--- config.mk ---
export PLATFORM = sky130hd
export DESIGN_NAME = mbe_csa_seq_mul_flat
export DESIGN_NICKNAME = d
export VERILOG_FILES = /design/src/rtl/mbe_csa_pkg.sv /design/src/rtl/mbe_csa_seq_mul_if.sv /design/src/rtl/csa.sv /design/src/rtl/mbe_pp_gen.sv /design/src/rtl/mbe_csa_seq_mul.sv /design/src/flat_wrapper.sv
export SDC_FILE = /design/constraint.sdc
export NUM_CORES = 1
export LEC_CHECK = 0
export CAP_MARGIN = 20
export CORE_MARGIN = 8
export CORE_UTILIZATION = 50
export DETAILED_ROUTE_END_ITERATION = 8
export PLACE_DENSITY = 0.79
export SLEW_MARGIN = 10
export SYNTH_ARGS = -nofsm -noshare
export SYNTH_HDL_FRONTEND = slang
export SYNTH_SLANG_ARGS = --single-unit
--- constraint.sdc ---
create_clock -name clk -period 4.7 [get_ports clk]
set_input_delay 0.94 -clock clk [delete_from_list [all_inputs] [get_ports clk]]
set_output_delay 0.94 -clock clk [all_outputs]
set_load 0.02 [all_outputs]
--- src/rtl/mbe_csa_pkg.sv ---
// rtl/mbe_csa_pkg.sv - shared types for the sequential Booth/CSA multiplier
// FSM state, one-hot Booth digit and partial-product count helper.
package mbe_csa_pkg;

   typedef enum logic [1:0] {
      IDLE    = 2'd0,
      ACCUM   = 2'd1,
      RESOLVE = 2'd2,
      DONE    = 2'd3
   } state_t;

   typedef struct packed {
      logic neg;
      logic x1;
      logic x2;
   } booth_t;

   function automatic int num_pp(input int n);
      return n / 2;
   endfunction

endpackage

--- src/rtl/mbe_csa_seq_mul_if.sv ---
// rtl/mbe_csa_seq_mul_if.sv - operand/result handshake bundle for mbe_csa_seq_mul
// in_acc_clr exists only when MBE_MAC_ACC_EN is defined.
interface mbe_csa_seq_mul_if #(
   parameter int N = 8
);
   logic             in_valid;
   logic             in_ready;
   logic [N-1:0]     in_a;
   logic [N-1:0]     in_b;
`ifdef MBE_MAC_ACC_EN
   logic             in_acc_clr;
`endif
   logic             out_valid;
   logic             out_ready;
   logic [2*N-1:0]   out_p;

   modport master (
`ifdef MBE_MAC_ACC_EN
      output in_acc_clr,
`endif
      output in_valid, in_a, in_b, out_ready,
      input  in_ready, out_valid, out_p
   );

   modport slave (
`ifdef MBE_MAC_ACC_EN
      input  in_acc_clr,
`endif
      input  in_valid, in_a, in_b, out_ready,
      output in_ready, out_valid, out_p
   );
endinterface

--- src/rtl/csa.sv ---
// rtl/csa.sv - W-bit 3:2 carry-save compressor
// Carry output is unshifted; the caller aligns it.
module csa #(
   parameter int W = 16
) (
   input  logic [W-1:0] x,
   input  logic [W-1:0] y,
   input  logic [W-1:0] z,
   output logic [W-1:0] s,
   output logic [W-1:0] c
);
   assign s = x ^ y ^ z;
   assign c = (x & y) | (x & z) | (y & z);
endmodule

--- src/rtl/mbe_pp_gen.sv ---
// rtl/mbe_pp_gen.sv - radix-4 Booth encoder and partial-product generator
// Produces (d_k * a) sign-extended to 2N bits and shifted left by 2k.
module mbe_pp_gen
   import mbe_csa_pkg::*;
#(
   parameter int N  = 8,
   parameter int KW = 2
) (
   input  logic [2:0]     trip,
   input  logic [N-1:0]   a,
   input  logic [KW-1:0]  k,
   output logic [2*N-1:0] pp
);
   booth_t         d;
   logic [2*N-1:0] a_ext;
   logic [2*N-1:0] mag;
   logic [2*N-1:0] spp;

   always_comb begin
      d = '0;
      unique case (trip)
         3'b001, 3'b010: d.x1 = 1'b1;
         3'b011:         d.x2 = 1'b1;
         3'b100:         begin d.neg = 1'b1; d.x2 = 1'b1; end
         3'b101, 3'b110: begin d.neg = 1'b1; d.x1 = 1'b1; end
         default:        ;
      endcase
   end

   assign a_ext = {{N{a[N-1]}}, a};
   assign mag   = d.x2 ? (a_ext << 1) : (d.x1 ? a_ext : '0);
   assign spp   = d.neg ? (~mag + 1'b1) : mag;
   assign pp    = spp << {k, 1'b0};
endmodule

--- src/rtl/mbe_csa_seq_mul.sv ---
// rtl/mbe_csa_seq_mul.sv - sequential radix-4 Booth multiplier on one shared CSA
// Define MBE_MAC_ACC_EN to add the acc_r accumulator and in_acc_clr.
module mbe_csa_seq_mul
   import mbe_csa_pkg::*;
#(
   parameter int N = 8
) (
   input  logic             clk,
   input  logic             rst_n,
   mbe_csa_seq_mul_if.slave bus,
   output logic             busy
);
   localparam int NUM_PP = num_pp(N);
   localparam int KW     = (NUM_PP > 1) ? $clog2(NUM_PP) : 1;
   localparam int W      = 2 * N;

   state_t        state_q, state_d;
   logic [N-1:0]  a_r, b_r;
   logic [KW-1:0] k_r;
   logic [W-1:0]  sum_r, carry_r, res_r;
   logic [W-1:0]  init, pp, csa_s, csa_c, final_sum;
   logic [2:0]    trip;
   logic          accept, last_pp;

`ifdef MBE_MAC_ACC_EN
   logic [W-1:0]  acc_r;
   assign init = bus.in_acc_clr ? '0 : acc_r;
`else
   assign init = '0;
`endif

   assign accept    = (state_q == IDLE) && bus.in_valid;
   assign last_pp   = (k_r == KW'(NUM_PP - 1));
   // b_r[-1] = 0 is supplied by the appended zero below the LSB
   assign trip      = 3'({b_r, 1'b0} >> {k_r, 1'b0});
   assign final_sum = sum_r + carry_r;
   assign bus.out_p = res_r;

   mbe_pp_gen #(
      .N  (N),
      .KW (KW)
   ) u_pp_gen (
      .trip (trip),
      .a    (a_r),
      .k    (k_r),
      .pp   (pp)
   );

   csa #(
      .W (W)
   ) u_csa (
      .x (sum_r),
      .y (carry_r),
      .z (pp),
      .s (csa_s),
      .c (csa_c)
   );

   always_ff @(posedge clk or negedge rst_n) begin
      if (!rst_n) state_q <= IDLE;
      else        state_q <= state_d;
   end

   always_comb begin
      state_d       = state_q;
      bus.in_ready  = 1'b0;
      bus.out_valid = 1'b0;
      busy          = 1'b1;
      unique case (state_q)
         IDLE: begin
            bus.in_ready = 1'b1;
            busy         = 1'b0;
            if (bus.in_valid) state_d = ACCUM;
         end
         ACCUM:   if (last_pp) state_d = RESOLVE;
         RESOLVE: state_d = DONE;
         DONE: begin
            bus.out_valid = 1'b1;
            if (bus.out_ready) state_d = IDLE;
         end
         default: state_d = IDLE;
      endcase
   end

   always_ff @(posedge clk or negedge rst_n) begin
      if (!rst_n) begin
         a_r     <= '0;
         b_r     <= '0;
         k_r     <= '0;
         sum_r   <= '0;
         carry_r <= '0;
         res_r   <= '0;
`ifdef MBE_MAC_ACC_EN
         acc_r   <= '0;
`endif
      end else begin
         unique case (state_q)
            IDLE: begin
               if (accept) begin
                  a_r     <= bus.in_a;
                  b_r     <= bus.in_b;
                  k_r     <= '0;
                  sum_r   <= init;
                  carry_r <= '0;
               end
            end
            ACCUM: begin
               sum_r   <= csa_s;
               // carry MSB falls off: arithmetic is modulo 2^(2N)
               carry_r <= {csa_c[W-2:0], 1'b0};
               k_r     <= k_r + KW'(1);
            end
            RESOLVE: begin
               res_r <= final_sum;
`ifdef MBE_MAC_ACC_EN
               acc_r <= final_sum;
`endif
            end
            default: ;
         endcase
      end
   end
endmodule

--- src/flat_wrapper.sv ---
// flat-port wrapper written by rule: the top's interface ports become plain ports
module mbe_csa_seq_mul_flat import mbe_csa_pkg::*;
#(
   parameter int N = 8
)
  (clk, rst_n, busy, bus_in_valid, bus_in_a, bus_in_b, bus_out_ready, bus_in_ready, bus_out_valid, bus_out_p);
  mbe_csa_seq_mul_if #(.N(N)) bus_i ();
  input  logic clk;
  input  logic rst_n;
  output logic busy;
  input wire logic [$bits(bus_i.in_valid)-1:0] bus_in_valid;
  input wire logic [$bits(bus_i.in_a)-1:0] bus_in_a;
  input wire logic [$bits(bus_i.in_b)-1:0] bus_in_b;
  input wire logic [$bits(bus_i.out_ready)-1:0] bus_out_ready;
  output wire logic [$bits(bus_i.in_ready)-1:0] bus_in_ready;
  output wire logic [$bits(bus_i.out_valid)-1:0] bus_out_valid;
  output wire logic [$bits(bus_i.out_p)-1:0] bus_out_p;
  assign bus_i.in_valid = bus_in_valid;
  assign bus_i.in_a = bus_in_a;
  assign bus_i.in_b = bus_in_b;
  assign bus_i.out_ready = bus_out_ready;
  assign bus_in_ready = bus_i.in_ready;
  assign bus_out_valid = bus_i.out_valid;
  assign bus_out_p = bus_i.out_p;
  mbe_csa_seq_mul #(.N(N)) u_core (.clk(clk), .rst_n(rst_n), .bus(bus_i), .busy(busy));
endmodule
==> qor.yml, run 1 <==
run_status:
  status: "finished, final reports clean"
synthesis:
  ys_ff_latch: 67
  yosys_warnings: 0
  synth-main-ff-cell: "dfrtp_1"
  synth-seq-area-share: 0.360
  synth_cells: 489
  synth_nets: 549
  syn_avg_cell_area_um2: 9.51
  synth_edf_count: 0
  ys_types: 64
  syn_area_um2: 4650
  synthArstFlopShare: 1.00
placement:
  port_buffers: 38
  hpwl_um: 7730
  gp_congestion: 0.917
floorplanning:
  initial_utilization: 0.508
  rows: 35
  core_region_area_um2: 9150
  dieArea_um2: 12600
  fp.dieW_um: 112
  die_h_um: 112
  io_pins: 39
timing:
  fmax_mhz: 234
  final_max_slew_viol_count: 0
  timing.final.crit_share: 0.910
  fin_skew_ps: 12.5
  grt_setup_unrepaired: "no"
  setup-tns-final_ps: 0
  slew_headroom: 0.368
  finalSetupViolations: 0
  min_period_ps: 4280
  tightest_slew_ps: 948
  finalHoldViolCount: 0
detailed_routing:
  routed_wl_um: 10300
  dr.pass1.iters: 5
  drc: 0
  wire_per_inst_um: 16.2
  viasPerCell: 5.85
  vias: 3718
  first_iter_violations: 222
  antenna_left: 0
finish:
  syn_to_final_growth_pct: 13.6
  mostFrequentLayoutCell: "dfrtp_1"
  drive_gt1_frac: 0.131
  layout_common_cells: "dfrtp_1, nand2_1, inv_1, clkdlybuf4s50_1, o21ai_0"
  n_fill_cell: 804
  antennaDiodeCount: 0
  nets: 581
job:
  max-cap-violations: 0
clock_tree:
  root_buffer: "clkbuf_8"
  clock_latency_ps: 350
  htree_levels: 3
  cts_tree: "done"
  cts_buffer_depth: 2
  clk_pin_slew_ps: 80
  cts_setup_buffers: 0
  cts_buffers: 9
  cts_sinks: 67
global_route:
  grt_max_degree: 42
  grt_use_total: 0.177
  grt_pass1_wl_um: 18400
  antenna_found_initial: 0
  globalRoute.totalOverflow: 0
  grt_pass1_vias: 3812
setup_path:
  cp-end-kind: "register"
  cp.arrival_ps: 4530
  cp_max_fo: 18
  cp.required_ps: 4950
  criticalPathCategory: "reg2reg"
  startpoint_type: "register"
hold_path:
  hold_class: "reg2reg"
[worst max-delay path, stage by stage, from the launching register on]
cell and delay, ps:
dfrtp_1 390, buf_4 210, inv_1 90, nor2_1 70, a22oi_1 270, inv_1 120, ha_1 300, mux2_4 380
nor2_1 130, a21oi_1 50, ha_1 280, nor4b_2 190, a221oi_2 270, xnor2_1 180, a21o_1 220, a2111oi_2 390
fa_1 470, o21ai_0 160
[final cells by class]
class	instances	area, um2	area share
flip-flops and latches	67	1680	0.317
repair buffers	44	420	0.0796
well taps	111	139	0.0263
inverters	43	161	0.0306
multi-input cells	356	2720	0.514
clock inverters	5	30.0	0.00568
clock buffers	10	138	0.0261
[cells in the mapped netlist, types with 3 or more instances]
cell | n | area share
nor2_1 | 30 | 0.024
nand4b_1 | 3 | 0.0056
nor2b_1 | 4 | 0.0054
inv_1 | 43 | 0.035
a21oi_1 | 16 | 0.017
o21ai_0 | 36 | 0.039
mux2i_1 | 6 | 0.013
ha_1 | 25 | 0.067
nand2_1 | 51 | 0.041
o31ai_1 | 3 | 0.0048
nand3_1 | 13 | 0.014
a21o_1 | 3 | 0.0048
dfrtp_1 | 67 | 0.36
clkbuf_1 | 18 | 0.015
nand3b_1 | 4 | 0.0065
xor2_1 | 3 | 0.0056
nor3_1 | 12 | 0.013
a21boi_1 | 3 | 0.0048
o21ai_1 | 3 | 0.0032
nor4_1 | 6 | 0.0081
mux2_2 | 31 | 0.075
o2111ai_1 | 5 | 0.0094
a31oi_1 | 6 | 0.0081
fa_1 | 15 | 0.065
a311oi_1 | 3 | 0.0056
and3_1 | 6 | 0.0081
xnor2_1 | 14 | 0.026
a22o_1 | 4 | 0.0075
o21a_1 | 6 | 0.0097
[state kept, by name (all words and copies together) (netlist names)]
signal,flops
u_core.sum_r,16
u_core.state_q,2
u_core.k_r,2
u_core.b_r,8
u_core.a_r,8
u_core.carry_r,15
u_core.bus.out_p,16
[layer usage]
layer	track usage	vias up	routed length, um
met5	0	-	0
met4	0.0692	0	215
met3	0.0392	20	431
met2	0.275	78	4820
met1	0.236	1825	4840
li1	-	1795	-
[final timing paths]
path	from	endpoint	slack (ps)	depth (start not counted)
setup / recovery	u_core.k_r[1]	u_core.sum_r[8]	420	17
setup reg to reg	u_core.k_r[1]	u_core.sum_r[8]	420	17
min in group asynchronous	rst_n	u_core.bus.out_p[5]	720	1
hold / removal	u_core.b_r[0]	u_core.b_r[0]	510	1
max in group asynchronous	rst_n	u_core.b_r[0]	3070	2
hold reg to reg	u_core.b_r[0]	u_core.b_r[0]	510	1
[stage by stage]
step | util | hold WS [ps] | instances | setup slack, ps | instance area [um2]
6_report | 0.577 | 509 | 636 | 424 | 5280
3_5_place_dp | 0.558 | 497 | 621 | 448 | 5110
5_1_grt | 0.577 | 528 | 636 | 47.6 | 5280
2_1_floorplan | - | 474 | 489 | 495 | 4650
4_1_cts | 0.576 | 512 | 636 | 397 | 5280
3_3_place_gp | 0.558 | 489 | 621 | 572 | 5110
[kinds of logic after synthesis]
logic type | Yosys count | share of synthesized area
AND/OR/NAND/NOR | 145 | 0.150
AO/OA/AOI/OAI | 113 | 0.165
flip-flops | 67 | 0.360
buffers and inverters | 66 | 0.0576
multiplexers | 41 | 0.104
adder cells (fa/ha/maj) | 40 | 0.132
XOR/XNOR | 17 | 0.0320
[what timing repair did]
action	in CTS	in global routing
gates resized for setup	0	1
hold buffers	0	0
endpoints found under the setup margin	0	1
Power of run 1 is left out: the tool's default activity adds up to more than one toggle a clock period on the data nets, which glitch-free logic cannot reach.
==> run 2, diff against run 1 <==
--- a/config.mk
+++ b/config.mk
@@ -6,6 +6,7 @@
 export NUM_CORES = 1
 export LEC_CHECK = 0
 export CAP_MARGIN = 20
+export CORE_ASPECT_RATIO = 2
 export CORE_MARGIN = 8
 export CORE_UTILIZATION = 50
 export DETAILED_ROUTE_END_ITERATION = 8
==> run 2 against run 1 <==
Cell count down 0.94%. Global-route usage shrank 0.42 points. Critical endpoint unchanged. Largest cell class unchanged. First-iteration DRC count up 18%. Cell area rose by 2.1%. Wire length grew 4.8%.
==> qor.yml, run 2 (synthesized netlist as in run 1, its figures left out) <==
run_status:
  status: "finished, final reports clean"
timing:
  finalSetupViolations: 0  # unchanged
  fmax_mhz: 230  # -1.7%
  grt_setup_unrepaired: "no"
  setup-tns-final_ps: 0  # unchanged
  slew_headroom: 0.349  # -0.0194
  fin_hold_ws_ps: 504  # -4.75 ps
  fin_skew_ps: 6.56  # -5.93 ps
  timing.final.crit_share: 0.925  # +0.0153
  tightest_slew_ps: 977  # +29.1 ps
  final_max_slew_viol_count: 0  # unchanged
  min_period_ps: 4350  # +71.9 ps
  finalHoldViolCount: 0  # unchanged
hold_path:
  hold_start: "u_core.bus.out_p[9]"
  hold_class: "reg2reg"
  min_to: "u_core.bus.out_p[9]"
  min_path_cells: 1  # unchanged
placement:
  hpwl_um: 7880  # +1.9%
  port_buffers: 38  # unchanged
  gp_congestion: 0.917  # about the same
  place_area_um2: 5100  # -0.17%
global_route:
  globalRoute.totalOverflow: 0  # unchanged
  grt_max_degree: 36  # -14%
  grt_pass1_wl_um: 18300  # -0.94%
  grt_pass1_vias: 3784  # -0.73%
  antenna_found_initial: 0  # unchanged
  grt_use_total: 0.173  # -0.00415
setup_path:
  criticalPathCategory: "reg2reg"
  worstPathCellList: "mux2_2 -> a22oi_2 -> inv_1 -> ha_1 -> mux2_4 -> nor2_1 -> a21oi_1 -> ha_1 -> nor4b_2 -> a221oi_2 -> xnor2_1 -> a21o_1 -> a2111oi_2 -> fa_1 -> o21ai_0"
  startpoint_type: "register"
  r2r_cells: 15  # -2
  cp.arrival_ps: 4590  # +60 ps
  cp_max_fo: 12  # -6
  rrSetupSlack_ps: 350  # -70 ps
  cp-end-kind: "register"
  cp.required_ps: 4940  # about the same
  startpoint: "u_core.k_r[1]"
  regToRegStartpoint: "u_core.k_r[1]"
  slowest_stage: "fa_1"
  crit_top_cell: "ha_1"
  r2r_end: "u_core.sum_r[8]"
  critPathMaxStageDelay_ps: 480  # about the same
finish:
  layout_common_cells: "dfrtp_1, nand2_1, inv_1, clkdlybuf4s50_1, o21ai_0"
  drive_gt1_frac: 0.131  # -0.000250
  mostFrequentLayoutCell: "dfrtp_1"
  nets: 581  # unchanged
  n_fill_cell: 767  # -4.6%
  syn_to_final_growth_pct: 15.9
  final_area_um2: 5390  # +2.1%
  antennaDiodeCount: 0  # unchanged
clock_tree:
  htree_levels: 3  # unchanged
  cts_tree: "done"
  cts_sinks: 67  # unchanged
  cts_buffer_depth: 2  # unchanged
  root_buffer: "clkbuf_16"
  clock_latency_ps: 340  # about the same
  hold_buffers: 0  # unchanged
  cts_buffers: 9  # unchanged
  clk_pin_slew_ps: 60  # -20 ps
  cts_setup_buffers: 0  # unchanged
detailed_routing:
  drc: 0  # unchanged
  wire_per_inst_um: 17.1  # +5.8%
  routed_wl_um: 10800  # +4.8%
  vias: 3758  # +1.1%
  first_iter_violations: 261  # +18%
  antenna_left: 0  # unchanged
  dr.pass1.iters: 4  # -1
  viasPerCell: 5.97  # +2.0%
floorplanning:
  fp.dieW_um: 84.2  # -25%
  rows: 50  # +43%
  dieArea_um2: 12800  # +1.5%
  initial_utilization: 0.506  # -0.00242
  die_h_um: 152  # +36%
  core_region_area_um2: 9200  # +0.48%
  io_pins: 39  # unchanged
job:
  max-cap-violations: 0  # unchanged
run 2: changes by cell type in the layout (fill, tap and decap cells not counted), sizes merged:
cell      previous run  this run
clkinvlp             2         3
clkbuf              10        13
clkinv               3         0
run 2: critical path, delay by kind of cell, from the launching register on:
kind | cells | cell delay [ps]
XOR/XNOR | 1 | 160
buffers and inverters | 1 | 110
multiplexers | 2 | 780
flip-flops | 1 | 470
AO/OA/AOI/OAI | 6 | 1350
adder cells (fa/ha/maj) | 3 | 1060
AND/OR/NAND/NOR | 2 | 320
run 2: stage by stage:
stage	setup slack (ps)	util	instances
finish	352	0.587	630
detailed placement	308	0.555	614
global route	77.2	0.587	630
floorplan	495	-	489
global placement	492	0.555	614
CTS	291	0.585	630
run 2: layout make-up:
| type | count | area [um2] | area share |
|---|---|---|---|
| multi-input combinational | 356 | 2720 | 0.505 |
| clock inverter | 3 | 22.5 | 0.00418 |
| inverter | 43 | 161 | 0.0299 |
| timing repair buffer | 44 | 420 | 0.0779 |
| clock buffer | 13 | 260 | 0.0482 |
| tap | 104 | 130 | 0.0241 |
| sequential | 67 | 1680 | 0.311 |
run 2: worst max path at each step:
stage | to | depth (start not counted)
after global routing | u_core.sum_r[8] | 15
after floorplan | u_core.sum_r[8] | 18
final | u_core.sum_r[8] | 15
after detailed placement | u_core.sum_r[8] | 14
after CTS | u_core.sum_r[8] | 14
after global placement | u_core.sum_r[8] | 14
run 2: what timing repair did:
action	CTS	global route
endpoints found under the setup margin	0	1
endpoints found under the hold margin	0	0
resized for setup	0	2
run 2: metal layers:
layer / vias up / track usage / part of all wire
li1: 1798 / - / -
met4: 0 / 0.0795 / 0.024
met2: 83 / 0.285 / 0.52
met3: 24 / 0.0305 / 0.032
met5: - / 0 / 0
met1: 1853 / 0.211 / 0.43
Power of run 2 is left out for the same reason.
==> run 3, diff against run 2 <==
--- a/config.mk
+++ b/config.mk
@@ -5,6 +5,7 @@
 export SDC_FILE = /design/constraint.sdc
 export NUM_CORES = 1
 export LEC_CHECK = 0
+export ABC_CLOCK_PERIOD_IN_PS = 4700
 export CAP_MARGIN = 20
 export CORE_ASPECT_RATIO = 2
 export CORE_MARGIN = 8
==> results of run 3 <==
No change in the layout: final DEF, timing and power equal those of run 2.
Power of run 3 is left out for the same reason.
